File: config.mk
export PLATFORM = sky130hd
export DESIGN_NAME = synch_updown_count_flat
export DESIGN_NICKNAME = d
export VERILOG_FILES = /design/src/rtl/synch_updown_count_if.sv /design/src/rtl/synch_updown_count.sv /design/src/flat_wrapper.sv
export SDC_FILE = /design/constraint.sdc
export NUM_CORES = 1
export LEC_CHECK = 0
export BUFFER_PORTS_ARGS = -buffer_cell sky130_fd_sc_hd__buf_2
export CAP_MARGIN = 40
export CORE_MARGIN = 2
export CORE_UTILIZATION = 55
export DETAILED_ROUTE_END_ITERATION = 7
export PLACE_DENSITY = 0.83
export SETUP_SLACK_MARGIN = 0.02
export SLEW_MARGIN = 30
export SYNTH_ARGS = -nofsm -noshare
export SYNTH_HDL_FRONTEND = slang
export SYNTH_SLANG_ARGS = --single-unit
File: constraint.sdc
create_clock -name clk -period 5.35 [get_ports clk]
set_clock_uncertainty 0.1 [all_clocks]
set_input_delay 0.2675 -clock clk [delete_from_list [all_inputs] [get_ports clk]]
set_output_delay 0.2675 -clock clk [all_outputs]
set_load 0.02 [all_outputs]
File: src/rtl/synch_updown_count_if.sv
// synch_updown_count_if: control/status bundle for the up/down counter.
// master drives ena/clr/load/load_val/up_dn; slave returns counter/tc/ovf.
interface synch_updown_count_if #(
    parameter int DWIDTH = 8
);
    logic              ena;
    logic              clr;
    logic              load;
    logic [DWIDTH-1:0] load_val;
    logic              up_dn;
    logic [DWIDTH-1:0] counter;
    logic              tc;
    logic              ovf;

    modport master (
        output ena,
        output clr,
        output load,
        output load_val,
        output up_dn,
        input  counter,
        input  tc,
        input  ovf
    );

    modport slave (
        input  ena,
        input  clr,
        input  load,
        input  load_val,
        input  up_dn,
        output counter,
        output tc,
        output ovf
    );
endinterface

File: src/rtl/synch_updown_count.sv
// synch_updown_count: parametrised up/down counter, wrap or saturate.
// Ports: clk, rst (async, active high), bus (slave: ena, clr, load,
//   load_val, up_dn in; counter, tc, ovf out).
// Optional macro PRESCALE_EN: ena only steps every PRESCALE-th qualified edge.
module synch_updown_count #(
    parameter int DWIDTH   = 8,
    parameter int MAX_VAL  = 2**DWIDTH-1,
    parameter bit SAT_MODE = 1'b0,
    parameter int PRESCALE = 4
) (
    input logic                 clk,
    input logic                 rst,
    synch_updown_count_if.slave bus
);
    localparam logic [DWIDTH-1:0] MAXV = DWIDTH'(MAX_VAL);
    localparam logic [DWIDTH-1:0] ONE  = DWIDTH'(1);

    if (DWIDTH < 2) begin : g_bad_width
        $error("synch_updown_count: DWIDTH must be >= 2");
    end
    if (MAX_VAL < 1) begin : g_bad_max
        $error("synch_updown_count: MAX_VAL must be >= 1");
    end
    if (PRESCALE < 2) begin : g_bad_pre
        $error("synch_updown_count: PRESCALE must be >= 2");
    end

    logic [DWIDTH-1:0] cnt_q;
    logic [DWIDTH-1:0] cnt_d;
    logic              ovf_q;
    logic              ovf_d;
    logic              at_max;
    logic              at_zero;
    logic              step;

    assign at_max  = (cnt_q == MAXV);
    assign at_zero = (cnt_q == '0);

`ifdef PRESCALE_EN
    localparam int PW = (PRESCALE > 2) ? $clog2(PRESCALE) : 1;
    localparam logic [PW-1:0] PRE_LAST = PW'(PRESCALE - 1);
    localparam logic [PW-1:0] PRE_ONE  = PW'(1);

    logic [PW-1:0] pre_q;
    logic [PW-1:0] pre_d;
    logic          req;

    // Only an unblocked ena advances the prescaler; clr/load restart it.
    assign req  = bus.ena & ~bus.clr & ~bus.load;
    assign step = req & (pre_q == PRE_LAST);

    always_comb begin
        pre_d = pre_q;
        if (bus.clr | bus.load) begin
            pre_d = '0;
        end else if (req) begin
            pre_d = step ? '0 : pre_q + PRE_ONE;
        end
    end

    always_ff @(posedge clk or posedge rst) begin
        if (rst) begin
            pre_q <= '0;
        end else begin
            pre_q <= pre_d;
        end
    end
`else
    assign step = bus.ena & ~bus.clr & ~bus.load;
`endif

    // Next count: clr > load > step > hold. Limits never overshoot,
    // so no out-of-range value is ever registered.
    always_comb begin
        cnt_d = cnt_q;
        ovf_d = 1'b0;
        if (bus.clr) begin
            cnt_d = '0;
        end else if (bus.load) begin
            if (bus.load_val > MAXV) begin
                cnt_d = MAXV;
            end else begin
                cnt_d = bus.load_val;
            end
        end else if (step) begin
            if (bus.up_dn) begin
                if (at_max) begin
                    cnt_d = SAT_MODE ? MAXV : '0;
                    ovf_d = 1'b1;
                end else begin
                    cnt_d = cnt_q + ONE;
                end
            end else begin
                if (at_zero) begin
                    cnt_d = SAT_MODE ? '0 : MAXV;
                    ovf_d = 1'b1;
                end else begin
                    cnt_d = cnt_q - ONE;
                end
            end
        end
    end

    always_ff @(posedge clk or posedge rst) begin
        if (rst) begin
            cnt_q <= '0;
            ovf_q <= 1'b0;
        end else begin
            cnt_q <= cnt_d;
            ovf_q <= ovf_d;
        end
    end

    assign bus.counter = cnt_q;
    assign bus.ovf     = ovf_q;
    // Terminal count follows up_dn combinationally, independent of ena.
    assign bus.tc      = bus.up_dn ? at_max : at_zero;
endmodule

File: src/flat_wrapper.sv
// flat-port wrapper written by rule: the top's interface ports become plain ports
module synch_updown_count_flat 
#(
    parameter int DWIDTH   = 8,
    parameter int MAX_VAL  = 2**DWIDTH-1,
    parameter bit SAT_MODE = 1'b0,
    parameter int PRESCALE = 4
)
  (clk, rst, bus_ena, bus_clr, bus_load, bus_load_val, bus_up_dn, bus_counter, bus_tc, bus_ovf);
  synch_updown_count_if #(.DWIDTH(DWIDTH)) bus_i ();
  input logic clk;
  input logic rst;
  input wire logic [$bits(bus_i.ena)-1:0] bus_ena;
  input wire logic [$bits(bus_i.clr)-1:0] bus_clr;
  input wire logic [$bits(bus_i.load)-1:0] bus_load;
  input wire logic [$bits(bus_i.load_val)-1:0] bus_load_val;
  input wire logic [$bits(bus_i.up_dn)-1:0] bus_up_dn;
  output wire logic [$bits(bus_i.counter)-1:0] bus_counter;
  output wire logic [$bits(bus_i.tc)-1:0] bus_tc;
  output wire logic [$bits(bus_i.ovf)-1:0] bus_ovf;
  assign bus_i.ena = bus_ena;
  assign bus_i.clr = bus_clr;
  assign bus_i.load = bus_load;
  assign bus_i.load_val = bus_load_val;
  assign bus_i.up_dn = bus_up_dn;
  assign bus_counter = bus_i.counter;
  assign bus_tc = bus_i.tc;
  assign bus_ovf = bus_i.ovf;
  synch_updown_count #(.DWIDTH(DWIDTH), .MAX_VAL(MAX_VAL), .SAT_MODE(SAT_MODE), .PRESCALE(PRESCALE)) u_core (.clk(clk), .rst(rst), .bus(bus_i));
endmodule
# Yosys cells after proc, flatten, opt, wreduce, memory -nomap -nowiden
# Cells that the tools add are included.
# word_totals
out_inout_bits	10
in_bits	14
register_bits	9
wordCells	26
# op_classes
mux	14
n_bitwise	4
n_lt_le_gt_ge	1
eq_ne	1
add_sub_neg	2
n_reduce_logical	2
# op_table
op	count
two-way mux 8 bit	7
adder 8 x 1 -> 8 bit (second input constant)	1
== test 8 bit (second input constant)	1
greater-than comparator 8 bit (second input constant)	1
logical NOT 8 bit	1
subtractor 8 x 1 -> 8 bit (second input constant)	1
two-way mux 1 bit	7
nonzero test 3 bit	1
bitwise AND 1 bit	2
NOT 1 bit	2

# Longest topological paths before layout
# logic_depth
ltp_word	6
mapped_depth	6
mapped_depth_nobuf	6

# Worst setup path before layout
# No wires, ideal clock.
# synth_timing
kind	flip-flop to output port
from	register u_core.cnt_q[0] (netlist: u_core.bus.counter[0])
to	output bus_tc
path_stages_with_launch	5
required_time_ns	4.983
path_slack_ns	3.273
arrival_ns	1.709
cell_sequence	dfrtp_1 -> inv_1 -> ha_1 -> or3b_2 -> o31ai_2
# synth_between
elab_chain_len	2
# synth_rtl
item	line_no	source
start, declared	synch_updown_count.sv:28	logic [DWIDTH-1:0] cnt_q;
start signal, assigned	synch_updown_count.sv:109	cnt_q <= cnt_d;
== test 8 bit or logical NOT 8 bit (tied branches)	synch_updown_count.sv:36, synch_updown_count.sv:37	
two-way mux 1 bit *	synch_updown_count.sv:117	assign bus.tc = bus.up_dn ? at_max : at_zero;
end, declared	flat_wrapper.sv:19	output wire logic [$bits(bus_i.tc)-1:0] bus_tc;
# Mark *: on every way between the ends. The rest lies on a longest branch, timed or not.

# Worst setup path after layout
# Same ends and word-level chain as after synthesis.

==> reports/results.ini <==
[cells_and_area]
layout-drive-gt1-share_pct=29.9
antenna_cells=0
fin_area_sq_mm=0.00101
fillers=132
area_growth_pct=12.3
nNetsFinal=145
utilization_pct=66.1
final_cells=143

[drt]
wl_met2_mm=1.09
dr_wl_met3_um=173
ant_nets=0
vias=908
drt_iter0_markers=46
wl_mm=2.23
top_layer_used=met4
viasPerCell=6.35
wl_per_cell_um=15.6
drt_first_pass_iters=4
met1_length_um=921
drc=0

[synth]
syn_inst=107
syn_area_sq_um=897
yosys-top-cells-count=11 x inv_1, 9 x dfrtp_1, 8 x a21oi_1, 6 x nor3_1, 5 x nand2_1
synth_most_common_cell=inv_1
yosysWarningCount=0
synth_edf_count=0
synth_top_area_cell=dfrtp_1
ys_types=49
syn_area_per_cell_sq_um=8.38
ys_ff_latch=9
synth_flop_cell=dfrtp_1
synth_nets=124
synthTopCellsByArea=dfrtp_1 25%, inv_1 4.6%, a21oi_1 4.5%
synth_top_cell_area_share_pct=25.1
async_reset_ff_share_pct=100
yosysSeqAreaShare_pct=25.1

[worst_setup_path]
critical_path_arrival_ns=2.00
cp_data_required_time_ns=4.98
worstSetupStartpointType=flop
critPathCaptureType=output pin
critical_path_class=reg2out
worstPathMaxFanout=9

[placement]
place_worst_setup_slack_ns=3.28
place_congestion=0.929
dp.cells=138
dpl_cell_area_sq_um=971
dp_hpwl_mm=1.64
port_buffers=23

[floorplan]
initial_core_util_pct=58.9
dieArea_sq_mm=0.00197
io_pins=24
coreArea_sq_mm=0.00152
rows=14
fp.dieW_um=44.4
die_y_um=44.4

[power]
leakage_nw=0.456
p_seq_share_pct=39.4
p_int_uw=131
p_sw_uw=83.2
p_per_area_mw_per_mm2=213
clkPwrFrac_pct=27.3
p_total_uw=214
pwr-share-comb_pct=33.2
irDropWorstVdd_uv=141
swShare_pct=38.8

[sta]
layout_setup_ws_ns=2.99
hold_ws_ns=0.132
rsz0062_at_grt=no
slew_headroom_pct=72.3
worst_pin_slew_ns=0.416
fmax_mhz=423
tns_ns=0
finalHoldViolations=0
report.final.slew_viol_count=0
setup_violations=0
post-route-min-period_ns=2.36
finalCritPeriodShare_pct=44.2

[cts]
htreeDepth=1
cts.root.buffer_cell=clkbuf_4
clk_latency_ns=0.27
postCtsSetupBuffers=0
cts.clk_slew.worst_paths_ns=0.07
cts_buffer_depth=2
cts_tree=done
cts_sinks=9
numCtsBuffers=3

[global_routing]
grt_first_pass_wirelength_mm=3.88
antenna_found_initial=0
grt_pass1_vias=829
grt_max_degree=14
grtUsageTotal_pct=27.1
grt-ovfl-total=0

[run_status]
outcome=complete, no violations

[worst_hold_path]
hp-class=in2reg

[flow_run]
max-cap-violations=0

-- critical path, stage by stage (launching register included) --
cell     delay, ns
dfrtp_1       0.47
inv_1         0.15
ha_1          0.16
or3b_2        0.52
o31ai_2       0.22
buf_2         0.20
-- placed cells by master, fill, tap and decap left out, types with 4 or more instances in the layout --
cell type / netlist / final
a21oi_1: 8 / 8
buf_2: 1 / 23
dfrtp_1: 9 / 9
inv_1: 11 / 11
nand2_1: 5 / 5
nor2_1: 4 / 4
nor3_1: 6 / 6
o21ai_0: 4 / 4
-- power by group through the flow --
stage | registers (mW) | logic [mW] | clock network (mW)
3_3_place_gp | 0.0849 | 0.0690 | 0
3_5_place_dp | 0.0856 | 0.0704 | 0
4_1_cts | 0.0843 | 0.0713 | 0.0575
6_report | 0.0845 | 0.0712 | 0.0586
5_1_grt | 0.0861 | 0.0794 | 0.0616
2_1_floorplan | 0.0862 | 0.0551 | 0
-- logic make-up after synthesis --
kind of cell	Yosys count	share of synthesized area, %
multiplexers	2	2.23
buffers and inverters	19	11.4
adder cells (fa/ha/maj)	3	4.18
XOR/XNOR	4	3.91
AO/OA/AOI/OAI	37	31.9
AND/OR/NAND/NOR	33	21.2
flip-flops	9	25.1
-- routing by layer --
layer	vias to the layer above	GRT usage, %
li1	440	-
met1	419	38.9
met2	45	40.3
met3	4	2.45
met4	0	13.9
met5	-	0
-- area by class of cell --
| class | count | area (sq um) | share of cell area, % |
|---|---|---|---|
| Clock buffer | 4 | 26.3 | 2.61 |
| Inverter | 11 | 41.3 | 4.10 |
| Multi-Input combinational cell | 79 | 569 | 56.5 |
| Sequential cell | 9 | 225 | 22.4 |
| Tap cell | 16 | 20.0 | 1.99 |
| Timing Repair Buffer | 24 | 125 | 12.4 |
-- state kept, by name, indices dropped and copies added (netlist names) --
| name | count |
|---|---|
| u_core.bus.counter | 8 |
| u_core.bus.ovf | 1 |
-- final timing paths --
kind	start	to	depth (start not counted)	slack, ns
setup / recovery	u_core.bus.counter[0]$_DFFE_PP0P_	bus_tc	5	2.99
hold / removal	bus_load_val[1]	u_core.bus.counter[1]$_DFFE_PP0P_	3	0.13
setup reg to reg	u_core.bus.counter[0]$_DFFE_PP0P_	u_core.bus.counter[4]$_DFFE_PP0P_	6	3.27
hold reg to reg	u_core.bus.counter[6]$_DFFE_PP0P_	u_core.bus.counter[6]$_DFFE_PP0P_	2	0.62
max in group asynchronous	rst	u_core.bus.counter[2]$_DFFE_PP0P_	3	4.44
min in group asynchronous	rst	u_core.bus.ovf$_DFF_PP0_	3	0.41
-- what timing repair did --
action,CTS,global route
endpoints found under the hold margin,9,0
hold buffers,1,0
gates resized for setup,0,0
Note: power is estimated with default switching activity, not from simulation.
